<file path="src/rtl/wb_master_bridge.sv">
// wb_master_bridge
//   Wishbone classic initiator. Each accepted valid/ready request becomes one
//   bus cycle. The read data, or an error indication, comes back on the
//   response channel. There is at most one transaction in flight.
//
// Ports
//   wb_clk_i, wb_rst_i        clock; synchronous active-high reset
//   req_valid/ready/we/adr/dat/sel
//                             request channel from user logic
//   rsp_valid/ready/dat/err   response channel to user logic
//   wbm_cyc_o..wbm_sel_o      Wishbone initiator outputs (all registered)
//   wbm_dat_i/ack_i/err_i     Wishbone responder returns
module wb_master_bridge #(
  parameter int ADDR_W  = 32,
  parameter int DATA_W  = 32,
  parameter int SEL_W   = DATA_W / 8,
  parameter int TIMEOUT = 255
) (
  input  logic              wb_clk_i,
  input  logic              wb_rst_i,
  input  logic              req_valid,
  output logic              req_ready,
  input  logic              req_we,
  input  logic [ADDR_W-1:0] req_adr,
  input  logic [DATA_W-1:0] req_dat,
  input  logic [SEL_W-1:0]  req_sel,
  output logic              rsp_valid,
  input  logic              rsp_ready,
  output logic [DATA_W-1:0] rsp_dat,
  output logic              rsp_err,
  output logic              wbm_cyc_o,
  output logic              wbm_stb_o,
  output logic              wbm_we_o,
  output logic [ADDR_W-1:0] wbm_adr_o,
  output logic [DATA_W-1:0] wbm_dat_o,
  output logic [SEL_W-1:0]  wbm_sel_o,
  input  logic [DATA_W-1:0] wbm_dat_i,
  input  logic              wbm_ack_i,
  input  logic              wbm_err_i
);

  localparam int CNT_W = $clog2(TIMEOUT + 1);

  typedef enum logic [1:0] {S_IDLE, S_BUS, S_RESP} state_e;

  state_e             state_q, state_d;
  logic               ready_q, ready_d;
  logic               cyc_q, cyc_d;
  logic               we_q, we_d;
  logic [ADDR_W-1:0]  adr_q, adr_d;
  logic [DATA_W-1:0]  dat_q, dat_d;
  logic [SEL_W-1:0]   sel_q, sel_d;
  logic               rvld_q, rvld_d;
  logic [DATA_W-1:0]  rdat_q, rdat_d;
  logic               rerr_q, rerr_d;
  logic [CNT_W-1:0]   cnt_q, cnt_d;

  always_comb begin
    state_d = state_q;
    ready_d = ready_q;
    cyc_d   = cyc_q;
    we_d    = we_q;
    adr_d   = adr_q;
    dat_d   = dat_q;
    sel_d   = sel_q;
    rvld_d  = rvld_q;
    rdat_d  = rdat_q;
    rerr_d  = rerr_q;
    cnt_d   = cnt_q;
    case (state_q)
      S_IDLE: begin
        if (req_valid) begin
          state_d = S_BUS;
          ready_d = 1'b0;
          cyc_d   = 1'b1;
          we_d    = req_we;
          adr_d   = req_adr;
          dat_d   = req_dat;
          sel_d   = req_sel;
          cnt_d   = '0;
        end
      end
      S_BUS: begin
        // Priority: err, then ack, then timeout.
        if (wbm_err_i) begin
          state_d = S_RESP;
          cyc_d   = 1'b0;
          rvld_d  = 1'b1;
          rerr_d  = 1'b1;
          rdat_d  = '0;
        end else if (wbm_ack_i) begin
          state_d = S_RESP;
          cyc_d   = 1'b0;
          rvld_d  = 1'b1;
          rerr_d  = 1'b0;
          rdat_d  = we_q ? '0 : wbm_dat_i;
        end else if (cnt_q == CNT_W'(TIMEOUT - 1)) begin
          // cnt_q runs 0..TIMEOUT-1, so cyc is high exactly TIMEOUT cycles.
          state_d = S_RESP;
          cyc_d   = 1'b0;
          rvld_d  = 1'b1;
          rerr_d  = 1'b1;
          rdat_d  = '0;
        end else begin
          cnt_d = cnt_q + CNT_W'(1);
        end
      end
      S_RESP: begin
        // Leaving through IDLE forces one idle cycle between transfers.
        if (rsp_ready) begin
          state_d = S_IDLE;
          ready_d = 1'b1;
          rvld_d  = 1'b0;
          rerr_d  = 1'b0;
          rdat_d  = '0;
        end
      end
      default: state_d = S_IDLE;
    endcase
  end

  always_ff @(posedge wb_clk_i) begin
    if (wb_rst_i) begin
      state_q <= S_IDLE;
      ready_q <= 1'b1;
      cyc_q   <= 1'b0;
      we_q    <= 1'b0;
      adr_q   <= '0;
      dat_q   <= '0;
      sel_q   <= '0;
      rvld_q  <= 1'b0;
      rdat_q  <= '0;
      rerr_q  <= 1'b0;
      cnt_q   <= '0;
    end else begin
      state_q <= state_d;
      ready_q <= ready_d;
      cyc_q   <= cyc_d;
      we_q    <= we_d;
      adr_q   <= adr_d;
      dat_q   <= dat_d;
      sel_q   <= sel_d;
      rvld_q  <= rvld_d;
      rdat_q  <= rdat_d;
      rerr_q  <= rerr_d;
      cnt_q   <= cnt_d;
    end
  end

  assign req_ready = ready_q;
  assign rsp_valid = rvld_q;
  assign rsp_dat   = rdat_q;
  assign rsp_err   = rerr_q;
  assign wbm_cyc_o = cyc_q;
  assign wbm_stb_o = cyc_q;
  assign wbm_we_o  = we_q;
  assign wbm_adr_o = adr_q;
  assign wbm_dat_o = dat_q;
  assign wbm_sel_o = sel_q;

endmodule

</file>
<file path="config.mk">
export PLATFORM = sky130hd
export DESIGN_NAME = wb_master_bridge
export DESIGN_NICKNAME = d
export VERILOG_FILES = /design/src/rtl/wb_master_bridge.sv
export SDC_FILE = /design/constraint.sdc
export NUM_CORES = 1
export LEC_CHECK = 0
export CORE_MARGIN = 2
export CORE_UTILIZATION = 41
export CTS_CLUSTER_SIZE = 28
export DETAILED_ROUTE_END_ITERATION = 10
export PLACE_DENSITY = 0.8
export SETUP_SLACK_MARGIN = 0.02
export SYNTH_ARGS = -nofsm -noshare
export SYNTH_HDL_FRONTEND = slang
export SYNTH_SLANG_ARGS = --single-unit
</file>
<file path="constraint.sdc">
create_clock -name wb_clk_i -period 2.28 [get_ports wb_clk_i]
set_clock_uncertainty 0.05 [all_clocks]
set_input_delay 0.456 -clock wb_clk_i [delete_from_list [all_inputs] [get_ports wb_clk_i]]
set_output_delay 0.456 -clock wb_clk_i [all_outputs]
set_load 0.03 [all_outputs]
</file>
==> flow_summary_export.csv, run 1 <==
group,metric,value,unit
yosys,synth_cell_type_count,35,
cts,cts-buffers-inserted,17,
worst_setup_path,startpoint_type,"flop",
cts,cts_num_sinks,115,
worst_setup_path,max_stage_delay,0.73,ns
global_routing,grt_pass1_wl,20.5,mm
timing,max_freq,464,MHz
timing,min_period,2.16,ns
global_routing,grt_pass1_vias,4437,
timing,timing.final.crit_share,94.6,%
timing,finalMaxSlewViolations,0,
hold_path,min_from,"wb_rst_i",
cts,clock-root-buffer,"clkbuf_8",
global_routing,antenna_found_initial,0,
cells_and_area,layout_commonest_cell,"clkdlybuf4s50_1",
run_status,status,"finished, final reports clean",
cts,cts_hold_buf,0,
power_and_ir_drop,p_seq_share,31.6,%
cts,clock_latency,0.50,ns
die,dieArea,0.0121,mm²
place,hpwl,9.47,mm
yosys,synthCells,552,
power_and_ir_drop,clkPwrFrac,30.4,%
routing,ant_nets,0,
worst_setup_path,cp_data_arrival_time,1.65,ns
die,io_pins,213,
worst_setup_path,cp-startpoint,"wbm_we_o",
power_and_ir_drop,power.switching,2.73,mW
worst_setup_path,cp_slowest_cell,"clkdlybuf4s50_1",
cells_and_area,syn2layout_area_growth,62.7,%
run,maxCapViolations,0,
cells_and_area,nNetsFinal,872,
cts,clockBufferDepth,2,
cts,cts_setup_buffers,0,
timing,setup_viol,0,
worst_setup_path,path_class,"reg -> out",
power_and_ir_drop,power_density,1050,mW/mm²
yosys,ys_warn_count,0,
global_routing,track_usage,22.0,%
worst_setup_path,crit_chain,"clkdlybuf4s50_1",
power_and_ir_drop,leakagePower,2.84,nW
yosys,syn-cell-area,0.00459,mm²
yosys,synth_top_area_share,50.1,%
die,die_y,110,µm
cts,post_cts_resized,0,
cts,cts_tree,"built",
power_and_ir_drop,vdd_drop_max,0.000572,V
power_and_ir_drop,p_int,5.11,mW
yosys,synth.avg_cell_area,8.32,µm²
timing,final_hold_viol_count,0,
cells_and_area,drive_gt1_share,7.13,%
timing,worst_slew_pin_slew,0.480,ns
cts,htree_num_levels,4,
power_and_ir_drop,power_frac_comb,38.0,%
yosys,seq_area_frac_synth,50.1,%
global_routing,grt_max_degree,117,
yosys,ys_ff_latch,115,
worst_setup_path,crit_path_end_kind,"primary output",
routing,drtIter0Drc,289,
worst_setup_path,reg2reg_from,"cnt_q[0]",
routing,finalWirelength,13.3,mm
global_routing,gr-total-overflow,0,
worst_setup_path,crit_family,"buffers and inverters",
yosys,synthesis.nets,665,
routing,dr.pass1.iters,4,
die,core_area,0.0109,mm²
timing,relSlewSlack,68.0,%
place,gp_congestion,0.779,
cells_and_area,final_cell_mix,"211 x clkdlybuf4s50_1, 184 x nand2_1, 115 x dfxtp_1",
routing,vias,4544,
worst_setup_path,crit_fanout,3,
die,std_cell_rows,38,
routing,avgViaCountPerCell,4.99,
yosys,synth_area_leader_cell,"dfxtp_1",
timing,setup_tns,0,ns
routing,wl_per_cell,14.6,µm
cts,path_clk_slew,0.05,ns
die,start_util,42.2,%
die,dieWidth,110,µm
cells_and_area,num_antenna_cells,0,
cells_and_area,fin_util,68.7,%
hold_path,worst_hold_path_type,"in -> reg",
routing,drc,0,
yosys,ys_top_cells_by_area,"dfxtp_1 50%, nand2_1 15%, a21oi_1 8.6%",
place,portBuffers,212,
power_and_ir_drop,swShare,34.8,%
worst_setup_path,cp_num_buf_inv,1,
timing,grt_setup_unrepaired,"false",
worst_setup_path,cp.required,1.77,ns
worst min-delay path, cell delays in order:
cell and delay (ns):
buf_4 0.10, or2_2 0.14, mux2i_1 0.07
cell families after synthesis:
logic type,after synthesis,share of synthesized area [%]
flip-flops,115,50.1
AO/OA/AOI/OAI,95,11.2
adder cells (fa/ha/maj),6,1.63
multiplexers,40,8.82
buffers and inverters,45,4.17
AND/OR/NAND/NOR,251,24.1
metrics by stage:
step                cell area [µm²]  hold WS [ns]  power (mW)  worst slack (ns)  instances
floorplan                      4590         0.398        4.28             0.290        552
global placement               6940         0.391        5.42           -0.0417        880
detailed placement             6940         0.398        5.50           -0.0648        880
CTS                            7470         0.238        7.92            0.0881        911
global route                   7470         0.251        8.24            0.0248        911
finish                         7470         0.262        7.84             0.124        911
power groups by stage:
stage	Combinational (mW)	Sequential (mW)	Clock (mW)
floorplan	1.21	3.07	0
global placement	2.92	2.51	0
detailed placement	2.98	2.52	0
CTS	3.00	2.48	2.44
global route	3.18	2.52	2.54
finish	2.98	2.48	2.38
flip-flops by register name, summed over array words and instances, names as in the netlist:
| register | flops |
|---|---|
| cnt_q | 8 |
| req_ready | 1 |
| rsp_dat | 32 |
| rsp_err | 1 |
| rsp_valid | 1 |
| state_q | 2 |
| wbm_adr_o | 32 |
| wbm_cyc_o | 1 |
| wbm_dat_o | 32 |
| wbm_sel_o | 4 |
| wbm_we_o | 1 |
layer usage:
metal / global-route usage (%) / routed length (µm)
met5: 0 / 0
met4: 8.86 / 340
met3: 10.4 / 1330
met2: 36.6 / 6320
met1: 24.1 / 5310
synthesized netlist by cell type:
library cell and count:
nand2_1 185, dfxtp_1 115, a21oi_1 79, nand2b_1 40, mux2i_1 36, clkbuf_1 32, nand3_1 7, a31oi_1 6
ha_1 6, buf_4 5, inv_1 4, mux2_2 4, a2111oi_0 3, nand3b_1 3, a21o_1 2, buf_2 2
nand4_1 2, nor2_1 2, nor3_1 2, o21bai_1 2, a2111o_1 1, and2_1 1, and3_1 1, and4_1 1
buf_1 1, clkbuf_2 1, nand4b_1 1, nor2b_1 1, nor3_2 1, nor4_1 1, o211ai_1 1, o21ai_0 1
or2_0 1, or2_2 1, or4b_1 1
worst paths after layout:
path	end	slack, ns	cells past startpoint
hold reg to reg	wbm_adr_o[1]	0.40	2
setup / recovery	wbm_we_o	0.12	1
setup reg to reg	cnt_q[4]	0.19	6
hold / removal	rsp_valid	0.26	3
area by class of cell:
cell class | instances | area [µm²]
Timing Repair Buffer | 229 | 2330
Tap cell | 140 | 175
Sequential cell | 115 | 2300
Multi-Input combinational cell | 392 | 2110
Clock inverter | 9 | 82.6
Clock buffer | 22 | 453
Fill cell | 863 | 3410
Inverter | 4 | 15.0
No activity file was read; power rests on OpenSTA's default activity.
==> run 2: changes to the inputs <==
--- a/config.mk
+++ b/config.mk
@@ -7,8 +7,9 @@
 export LEC_CHECK = 0
 export CORE_MARGIN = 2
 export CORE_UTILIZATION = 41
-export CTS_CLUSTER_SIZE = 28
+export CTS_CLUSTER_SIZE = 24
 export DETAILED_ROUTE_END_ITERATION = 10
+export MAX_ROUTING_LAYER = met4
 export PLACE_DENSITY = 0.8
 export SETUP_SLACK_MARGIN = 0.02
 export SYNTH_ARGS = -nofsm -noshare
==> flow_summary_export.csv, run 2 (synthesis results as in run 1) <==
group,metric,value,unit
cts,htree_num_levels,4,
routing,wl_per_cell,14.6,µm
routing,ant_nets,0,
cts,cts-buffers-inserted,17,
run,maxCapViolations,0,
die,core_area,0.0109,mm²
timing,finalHoldWorstSlack,0.259,ns
worst_setup_path,path_class,"reg -> out",
cells_and_area,num_antenna_cells,0,
timing,setup_tns,0,ns
timing,setup_viol,0,
routing,avgViaCountPerCell,4.98,
cells_and_area,fillers,863,
worst_setup_path,cp_num_buf_inv,1,
cells_and_area,drive_gt1_share,7.13,%
power_and_ir_drop,power_density,1050,mW/mm²
cts,path_clk_slew,0.06,ns
worst_setup_path,cp_slowest_cell,"clkdlybuf4s50_1",
routing,vias,4536,
timing,worst_slew_pin_slew,0.463,ns
timing,fin_ws,0.118,ns
power_and_ir_drop,power.switching,2.73,mW
power_and_ir_drop,clkPwrFrac,30.4,%
die,start_util,42.2,%
power_and_ir_drop,vdd_drop_max,0.000574,V
timing,max_freq,463,MHz
cts,cts_hold_buf,0,
routing,drc,0,
place,gp_congestion,0.790,
global_routing,grt_pass1_wl,20.5,mm
die,std_cell_rows,38,
cts,cts_setup_buffers,0,
place,post-place-ws,-0.0648,ns
cells_and_area,nNetsFinal,872,
cells_and_area,layout_commonest_cell,"clkdlybuf4s50_1",
hold_path,min_from,"wb_rst_i",
die,io_pins,213,
timing,finalMaxSlewViolations,0,
power_and_ir_drop,swShare,34.8,%
timing,min_period,2.16,ns
worst_setup_path,crit_family,"buffers and inverters",
global_routing,antenna_found_initial,0,
worst_setup_path,startpoint_type,"flop",
global_routing,grt_pass1_vias,4449,
cts,cts_tree,"built",
die,die_y,110,µm
worst_setup_path,crit_path_end_kind,"primary output",
worst_setup_path,crit_chain,"clkdlybuf4s50_1",
hold_path,worst_hold_path_type,"in -> reg",
cells_and_area,regArea,0.00230,mm²
power_and_ir_drop,leakagePower,2.84,nW
routing,drtIter0Drc,302,
worst_setup_path,cp.required,1.77,ns
timing,relSlewSlack,69.2,%
worst_setup_path,reg2reg_from,"cnt_q[0]",
timing,grt_setup_unrepaired,"false",
power_and_ir_drop,p_int,5.11,mW
die,dieWidth,110,µm
power_and_ir_drop,p_seq_share,31.6,%
global_routing,track_usage,22.6,%
worst_setup_path,max_stage_delay,0.74,ns
cts,clock_latency,0.51,ns
cts,post_cts_resized,0,
worst_setup_path,crit_fanout,3,
place,portBuffers,212,
global_routing,grt_max_degree,117,
cells_and_area,final_cell_mix,"211 x clkdlybuf4s50_1, 184 x nand2_1, 115 x dfxtp_1",
cells_and_area,multi_input_area,0.00211,mm²
power_and_ir_drop,power_frac_comb,38.0,%
routing,finalWirelength,13.3,mm
die,dieArea,0.0121,mm²
worst_setup_path,cp_data_arrival_time,1.66,ns
cts,clockBufferDepth,2,
timing,timing.final.crit_share,94.8,%
cells_and_area,syn2layout_area_growth,62.7,%
cts,clock-root-buffer,"clkbuf_8",
worst_setup_path,cp-startpoint,"wbm_we_o",
run_status,status,"finished, final reports clean",
global_routing,gr-total-overflow,0,
place,hpwl,9.47,mm
routing,dr.pass1.iters,4,
cts,cts_num_sinks,115,
timing,final_hold_viol_count,0,
[run 2: cell counts in the layout (fill, tap and decap cells not counted)]
No cell type changed its count.
[run 2: path summary, 6_finish.rpt]
kind	slack [ns]	endpoint	cells after the start
worst min-delay path	0.26	rsp_valid	3
worst max register to register	0.19	cnt_q[4]	6
worst max-delay path	0.12	wbm_we_o	1
worst min register to register	0.40	wbm_adr_o[8]	2
[run 2: per-stage QoR]
| step | utilization (%) | total power, mW | area [µm²] | std cells |
|---|---|---|---|---|
| global route | 68.7 | 8.23 | 7470 | 911 |
| global placement | 63.7 | 5.42 | 6940 | 880 |
| detailed placement | 63.7 | 5.50 | 6940 | 880 |
| finish | 68.7 | 7.84 | 7470 | 911 |
| CTS | 68.7 | 7.92 | 7470 | 911 |
| floorplan | - | 4.28 | 4590 | 552 |
[run 2: layer usage]
metal	vias up	GRT usage, %	wire (µm)
li1	2230	-	-
met1	2105	24.8	5390
met2	175	36.7	6370
met3	26	9.07	1210
met4	0	8.86	325
met5	-	-	0
[run 2: power by group through the flow]
stage                     logic [mW]  clock network (mW)  registers [mW]
after detailed placement        2.98                   0            2.52
after CTS                       3.00                2.44            2.48
after floorplan                 1.21                   0            3.07
final                           2.98                2.38            2.48
after global placement          2.92                   0            2.51
after global routing            3.18                2.54            2.52
[run 2: cell type report]
type	instances	share of cell area, %
Clock buffer	22	6.06
Clock inverter	9	1.10
Inverter	4	0.201
Multi-Input combinational cell	392	28.3
Sequential cell	115	30.8
Tap cell	140	2.34
Timing Repair Buffer	229	31.2
==> run 3: changes to the inputs <==
--- a/config.mk
+++ b/config.mk
@@ -5,6 +5,7 @@
 export SDC_FILE = /design/constraint.sdc
 export NUM_CORES = 1
 export LEC_CHECK = 0
+export ABC_AREA = 1
 export CORE_MARGIN = 2
 export CORE_UTILIZATION = 41
 export CTS_CLUSTER_SIZE = 24
==> flow_summary_export.csv, run 3 <==
group,metric,value,unit
cells_and_area,final_cell_mix,"212 x clkdlybuf4s50_1, 194 x nor2_1, 115 x dfxtp_1",
yosys,synthArstFlopShare,0,%
timing,min_period,2.11,ns
run,maxCapViolations,0,
cells_and_area,num_antenna_cells,0,
yosys,ys_warn_count,0,
worst_setup_path,cp_num_buf_inv,1,
cts,path_clk_slew,0.05,ns
worst_setup_path,path_class,"reg -> out",
die,io_pins,213,
place,gp_congestion,0.884,
cts,cts-buffers-inserted,17,
cts,cts_setup_buffers,0,
yosys,seq_area_frac_synth,50.5,%
yosys,ys.flop_type,"dfxtp_1",
timing,timing.final.crit_share,92.4,%
global_routing,grt_pass1_wl,20.5,mm
power_and_ir_drop,swShare,34.2,%
cts,cts_num_sinks,115,
power_and_ir_drop,leakagePower,3.12,nW
power_and_ir_drop,power.switching,2.70,mW
global_routing,grt_pass1_vias,4466,
die,core_area,0.0108,mm²
global_routing,gr-total-overflow,0,
timing,setup_tns,0,ns
worst_setup_path,cp_data_arrival_time,1.60,ns
routing,finalWirelength,13.3,mm
timing,finalMaxSlewViolations,0,
yosys,yosysMostFrequentCell,"nor2_1",
yosys,ys_top_cells_by_area,"dfxtp_1 51%, nor2_1 16%, o21ai_0 7.9%",
cells_and_area,fin_util,68.5,%
routing,vias,4720,
global_routing,antenna_found_initial,0,
yosys,syn-cell-area,0.00456,mm²
power_and_ir_drop,clkPwrFrac,33.4,%
place,dpl.cell_count,963,
place,hpwl,9.62,mm
timing,relSlewSlack,71.5,%
cts,clock_latency,0.51,ns
routing,ant_nets,0,
cells_and_area,drive_gt1_share,6.08,%
yosys,synth.avg_cell_area,7.12,µm²
cells_and_area,regArea,0.00230,mm²
power_and_ir_drop,power.total,7.90,mW
power_and_ir_drop,p_seq_share,32.4,%
die,std_cell_rows,38,
cts,cts_tree,"built",
run_status,status,"finished, final reports clean",
worst_setup_path,startpoint_type,"flop",
place,portBuffers,212,
yosys,ys_top_cells_by_count,"194 x nor2_1, 115 x dfxtp_1, 91 x nand2_1",
cells_and_area,multi_input_area,0.00188,mm²
cells_and_area,fillers,904,
routing,drtIter0Drc,244,
routing,dr.pass1.iters,5,
worst_setup_path,cp.required,1.77,ns
cts,cts_hold_buf,0,
worst_setup_path,crit_family,"buffers and inverters",
die,start_util,42.0,%
power_and_ir_drop,p_int,5.20,mW
global_routing,grt_max_degree,70,
yosys,synth_cell_type_count,24,
cells_and_area,fin_cells,995,
cts,clock-root-buffer,"clkbuf_8",
yosys,ys_ff_latch,115,
worst_setup_path,max_stage_delay,0.72,ns
timing,grt_setup_unrepaired,"false",
hold_path,worst_hold_path_type,"reg -> reg",
power_and_ir_drop,power_frac_comb,34.2,%
global_routing,use_met2,39.5,%
die,dieArea,0.0120,mm²
cts,post_cts_resized,0,
global_routing,use_met1,23.3,%
timing,max_freq,475,MHz
yosys,synth_edf_count,0,
timing,setup_viol,0,
cells_and_area,layout_commonest_cell,"clkdlybuf4s50_1",
global_routing,track_usage,22.7,%
die,die_y,109,µm
cts,htree_num_levels,4,
cells_and_area,nNetsFinal,955,
worst_setup_path,crit_chain,"clkdlybuf4s50_1",
routing,avgViaCountPerCell,4.74,
global_routing,grtUsageMet3,7.41,%
timing,final_hold_viol_count,0,
yosys,synth_top_area_share,50.5,%
worst_setup_path,crit_fanout,2,
worst_setup_path,crit_path_end_kind,"primary output",
routing,drc,0,
yosys,synthCells,640,
yosys,synthesis.nets,753,
timing,finalHoldWorstSlack,0.430,ns
power_and_ir_drop,power_density,1060,mW/mm²
cells_and_area,syn2layout_area_growth,63.0,%
power_and_ir_drop,vdd_drop_max,0.000475,V
worst_setup_path,cp_slowest_cell,"clkdlybuf4s50_1",
die,dieWidth,109,µm
cts,clockBufferDepth,2,
global_routing,busiest_layer,"met2",
yosys,synth_area_leader_cell,"dfxtp_1",
timing,worst_slew_pin_slew,0.427,ns
routing,wl_per_cell,13.4,µm
[run 3: logic make-up (layout without fill, tap and decap cells)]
logic type	Yosys count	in the layout	share of synthesized area, %
buffers and inverters	93	308	8.24
and+or+nand+nor	307	307	26.3
AOI/OAI and AO/OA	119	119	13.3
DFF	115	115	50.5
adders and majority gates	6	6	1.65
[run 3: final timing paths]
check	start	to	slack [ns]	cells past startpoint
worst min-delay path	wbm_adr_o[10]	wbm_adr_o[10]	0.43	2
worst max register to register	state_q[1]	cnt_q[6]	0.46	7
worst min register to register	wbm_adr_o[10]	wbm_adr_o[10]	0.43	2
worst max-delay path	rsp_valid	rsp_valid	0.17	1
[run 3: tightest hold or removal path: stages, from the launching register on]
cell,delay (ns)
dfxtp_1,0.32
nor2_1,0.05
nor2_1,0.08
[run 3: cell type report]
cell class	instances	share of cell area (%)
tap	140	2.36
clock buffer	19	5.95
timing repair buffer	220	30.4
sequential	115	31.0
inverter	56	2.83
multi-input combinational	432	25.3
clock inverter	13	2.14
[run 3: power by group through the flow]
| stage | combinational, mW | sequential (mW) | clock (mW) |
|---|---|---|---|
| finish | 2.70 | 2.56 | 2.63 |
| global route | 2.93 | 2.60 | 2.78 |
| CTS | 2.72 | 2.56 | 2.68 |
| detailed placement | 2.70 | 2.60 | 0 |
| global placement | 2.65 | 2.58 | 0 |
| floorplan | 0.960 | 3.23 | 0 |
[run 3: layer usage]
| layer | part of all wire, % | vias up | wire (µm) |
|---|---|---|---|
| li1 | - | 2396 | - |
| met1 | 40 | 2131 | 5340 |
| met2 | 50 | 157 | 6600 |
| met3 | 7.0 | 36 | 930 |
| met4 | 3.3 | 0 | 444 |
| met5 | 0 | - | 0 |
[run 3: through the flow]
stage	worst slack, ns	instance area [µm²]
2_1_floorplan	0.755	4560
3_3_place_gp	0.359	6830
3_5_place_dp	0.295	6830
4_1_cts	0.150	7430
5_1_grt	0.121	7430
6_report	0.173	7430
==> patch 1 (config.mk and constraints of run 3) <==
Take the reset off `adr_q`, `dat_q` and `rdat_q` and load them in a clocked block of their own.
--- a/src/rtl/wb_master_bridge.sv
+++ b/src/rtl/wb_master_bridge.sv
@@ -127,7 +127,4 @@
       we_q    <= 1'b0;
-      adr_q   <= '0;
-      dat_q   <= '0;
       sel_q   <= '0;
       rvld_q  <= 1'b0;
-      rdat_q  <= '0;
       rerr_q  <= 1'b0;
@@ -139,7 +136,4 @@
       we_q    <= we_d;
-      adr_q   <= adr_d;
-      dat_q   <= dat_d;
       sel_q   <= sel_d;
       rvld_q  <= rvld_d;
-      rdat_q  <= rdat_d;
       rerr_q  <= rerr_d;
@@ -147,2 +141,8 @@
     end
+  end
+
+  always_ff @(posedge wb_clk_i) begin
+    adr_q  <= adr_d;
+    dat_q  <= dat_d;
+    rdat_q <= rdat_d;
   end
Formal check against the unedited RTL: not equivalent (a bounded check fails within 4 cycles, from zero or initial values and one cycle with wb_rst_i high).
==> patch 1 against run 3 <==
Worst hold slack improved by 4.0 ps; sequential cell count unchanged; power decreased by 12%; final area decreased by 4.9%; wire length decreased by 2.0%; setup slack got worse by 28 ps; register-to-register slack improved by 50 ps; area after synthesis decreased by 7.8%; count of clock-buffer cells in the layout increased by 7; global-route usage increased by 1.6 points; largest cell class unchanged; highest routed layer unchanged.
==> patch 1: results (changes against run 3) <==
================================================================================
Cell Area, Placed .................................................    6520 um^2   -4.5%
Run status ........................................................    completed
Area fraction in compound gates after synthesis ...................      0.02919   -0.1037
Slew of the pin with the lowest slew margin .......................     416.8 ps   -10.18 ps
Placed cell count .................................................          665   -31%
Proportion of synthesized chip area in sequential cells ...........       0.7769   +0.2717
Number of non-filler instances in the completed layout ............          698   -30%
Filler cells ......................................................          605   -33%
Worst-case vdd ir drop ............................................     538.5 uV   +13%
WL final ..........................................................     13.05 mm   -2.0%
Iteration-0 DRC count of the detailed router ......................          235   -3.7%
Number of global-route vias before repair .........................         3305   -26%
Commonest register cell after synthesis ...........................     edfxtp_1
Detailed Routing Iterations Pass 1 ................................            4   -1
Wire length of the first global-routing pass ......................     18.87 mm   -7.7%
Worst path arrival time ...........................................      1630 ps   +30 ps
Library cells used by synthesis ...................................           25   +4.2%
Post-DP HPWL ......................................................     9.052 mm   -5.9%
Antenna violations before repair ..................................            1   +1
Synth area leaders ................................................ edfxtp_1 (69%), dfxtp_1 (9.1%), nor2_1 (5.8%)
Overall routing resource usage ....................................       0.2432   +0.01584
Post-place setup slack ............................................     308.9 ps   +13.87 ps
Post-synth EDFFs ..................................................           96   +96
Leakage power total ...............................................     2.744 nW   -12%
Worst r2r path cells ..............................................            8   +1
Gate count after technology mapping ...............................          320   -50%
Fraction of final layout cells with drive strength greater than 1 .      0.07270   +0.01188
Last weighted congestion value of the routability-driven placer ...       0.8257   -6.6%
Commonest cells in the netlist .................................... edfxtp_1 (96), nor2_1 (65), inv_1 (50)
Net count of the mapped netlist ...................................          433   -42%
Pin count of the biggest net entering global routing ..............           45   -36%
================================================================================
[patch 1: cell types whose count changed after synthesis, sizes merged, moves of 8 or more]
cell,delta
buf,-8
nand2,-59
edfxtp,+96
a21oi,-32
clkbuf,-24
dfxtp,-96
o21ai,-66
nor2,-130
[patch 1: metal layers]
metal / routed length, um / GRT usage / vias to the layer above / share of wire
li1: - / - / 1524 / -
met3: 925 / 0.08782 / 37 / 0.071
met4: 593 / 0.1352 / 0 / 0.045
met5: 0 / - / - / 0
met1: 4318 / 0.2215 / 1579 / 0.33
met2: 7211 / 0.4355 / 146 / 0.55
[patch 1: worst paths after layout]
kind	start	endpoint	slack [ps]
worst max-delay path	wbm_we_o	wbm_we_o	150
worst min-delay path	wbm_sel_o[1]	wbm_sel_o[1]	430
worst max register to register	state_q[1]	rsp_err	510
worst min register to register	wbm_sel_o[1]	wbm_sel_o[1]	430
[patch 1: final cells by class]
cell class	instances	area, um^2	share of cell area
inverters	53	202.7	0.02869
well taps	133	166.4	0.02356
clock buffers	26	488.0	0.06908
multi-input cells	147	703.2	0.09954
flip-flops and latches	115	3263	0.4619
diodes	1	2.502	0.0003542
clock inverters	6	53.80	0.007616
repair buffers	217	2185	0.3092
[patch 1: report_power, final]
part | switching (mW) | internal [mW] | total [mW]
sequential | 0.113 | 2.66 | 2.77
clock | 0.866 | 1.55 | 2.41
combinational | 1.07 | 0.728 | 1.80
[patch 1: metrics by stage]
step	total power, mW	util	hold WS, ps
finish	6.985	0.7161	434.3
detailed placement	4.591	0.6610	427.8
floorplan	3.728	-	399.8
global route	7.208	0.7161	425.4
global placement	4.544	0.6610	405.8
CTS	7.029	0.7159	413.3
==> patch 2 (flow settings as in run 3) <==
Made on the original files. Change the parameter `DATA_W` from 32 to 48.
--- a/src/rtl/wb_master_bridge.sv
+++ b/src/rtl/wb_master_bridge.sv
@@ -14,3 +14,3 @@
   parameter int ADDR_W  = 32,
-  parameter int DATA_W  = 32,
+  parameter int DATA_W  = 48,
   parameter int SEL_W   = DATA_W / 8,
Ports: changed (6 resized); port bits go from 213 to 281. No check against the original RTL was run, so the function may have changed too.
==> patch 2 against run 3 <==
Count of clock-buffer cells in the layout grew 4; power rose by 26%; clock power grew 19%; sequential cell count is 34 higher; final area rose by 27%; register-to-register slack lost 130 ps; setup slack gained 83 ps; final cell count is 28% higher; wire length grew 32%; area after synthesis increased by 29%; largest power group unchanged.
==> patch 2: results (changes against run 3) <==
================================================================================
Stage delay of the slowest cell on the critical path ..............       700 ps   -20 ps
Setup slack of the worst register-to-register path ................       330 ps   -130 ps
Area fraction in compound gates after synthesis ...................       0.1340   +0.001080
Vias after detailed routing .......................................         5955   +26%
Number of global-route vias before repair .........................         5233   +17%
Iteration-0 DRC count of the detailed router ......................          378   +55%
Proportion of synthesized chip area in sequential cells ...........       0.5094   +0.004185
Clock root buffer .................................................    clkbuf_16
Number of input and output port buffers inserted ..................          280   +32%
Library cells used by synthesis ...................................           23   -4.2%
Worst path arrival time ...........................................      1520 ps   -80 ps
Final Hold Slack ..................................................     428.0 ps   -2.359 ps
Insertion delay of the later-clocked pin in the worst-skew pair ...       410 ps   -100 ps
Fraction of final layout cells with drive strength greater than 1 .      0.04771   -0.01311
Maximum capacitance violations ....................................            0   unchanged
Met3 routed WL ....................................................     1.251 mm   +35%
Worst max-slew margin expressed relative to the limit .............       0.7280   +0.01268
Post-place setup slack ............................................     147.3 ps   -147.7 ps
Hold path start ................................................... wbm_adr_o[26]
Per-cell routed wire length .......................................     13.83 um   +3.4%
Wire length of the first global-routing pass ......................     26.38 mm   +29%
Total power consumption of the routed design ......................     9.935 mW   +26%
Worst-case vdd ir drop ............................................     727.8 uV   +53%
Cell Area, Placed .................................................    8783 um^2   +29%
Clock network fraction of total power .............................        0.314   -0.020
Comb. pwr .........................................................      3.49 mW   +29%
Top fanout value on the critical path .............................            3   +1
Leakage power total ...............................................     3.973 nW   +27%
Time the worst path needs with I/O delays and setup ...............      2024 ps   -82.52 ps
Placed cell count .................................................         1239   +29%
Fraction of the mapped netlist area in adder cells ................      0.01282   -0.003654
Number of CTS-inserted buffers ....................................           17   unchanged
Worst path top cell family by delay ............................... buffers and inverters
Worst hold path endpoint .......................................... wbm_adr_o[26]
GR Layer Usage met3 ...............................................      0.07242   -0.001679
GR Util met2 ......................................................       0.3839   -0.01113
Pin count of the biggest net entering global routing ..............           96   +37%
Antenna violations before repair ..................................            0   unchanged
Last weighted congestion value of the routability-driven placer ...       0.9010   +1.9%
Overall routing resource usage ....................................       0.2292   +0.001830
Met1 capacity usage during global routing .........................       0.2486   +0.01591
Detailed Routing Iterations Pass 1 ................................            4   -1
Post-DP HPWL ......................................................     12.27 mm   +27%
Slowest cell on crit path ......................................... clkdlybuf4s50_1
Share of synthesized area spent on multiplexers ...................            0   unchanged
Met1 wire length ..................................................     7.142 mm   +34%
Run status ........................................................    completed
Area overhead of the layout relative to synthesis .................       61.39%
Switching pwr .....................................................     3.356 mW   +24%
Net count of the mapped netlist ...................................          964   +28%
Commonest cells in the netlist .................................... nor2_1 (292), dfxtp_1 (149), o21ai_0 (109)
Gate count after technology mapping ...............................          817   +28%
Filler cells ......................................................         1193   +32%
Detailed route wirelength on metal2 ...............................     8.607 mm   +31%
Synth area leaders ................................................ dfxtp_1 (51%), nor2_1 (19%), o21ai_0 (9.3%)
================================================================================
patch 2: cell types whose count changed after synthesis, moves of 2 or more:
cell      change
a21oi_1       -5
buf_4         +2
buf_6         +4
clkbuf_1      +5
dfxtp_1      +34
inv_1        +13
nand2_1      -15
nor2_1       +98
o21ai_0      +37
o21ai_1       +5
patch 2: worst max path at each step:
stage / cells after the start / endpoint / from
global route: 8 / cnt_q[6] / state_q[1]
CTS: 1 / wbm_stb_o / wbm_cyc_o
detailed placement: 8 / rsp_dat[11] / wbm_err_i
global placement: 8 / rsp_dat[16] / wbm_err_i
floorplan: 7 / wbm_dat_o[31] / state_q[0]
finish: 1 / wbm_stb_o / wbm_cyc_o
patch 2: final cells by class:
type,count,share of cell area
Sequential cell,149,0.3156
Tap cell,180,0.02383
Clock inverter,8,0.01787
Clock buffer,23,0.05269
Timing Repair Buffer,291,0.3119
Inverter,69,0.02754
Multi-Input combinational cell,550,0.2505
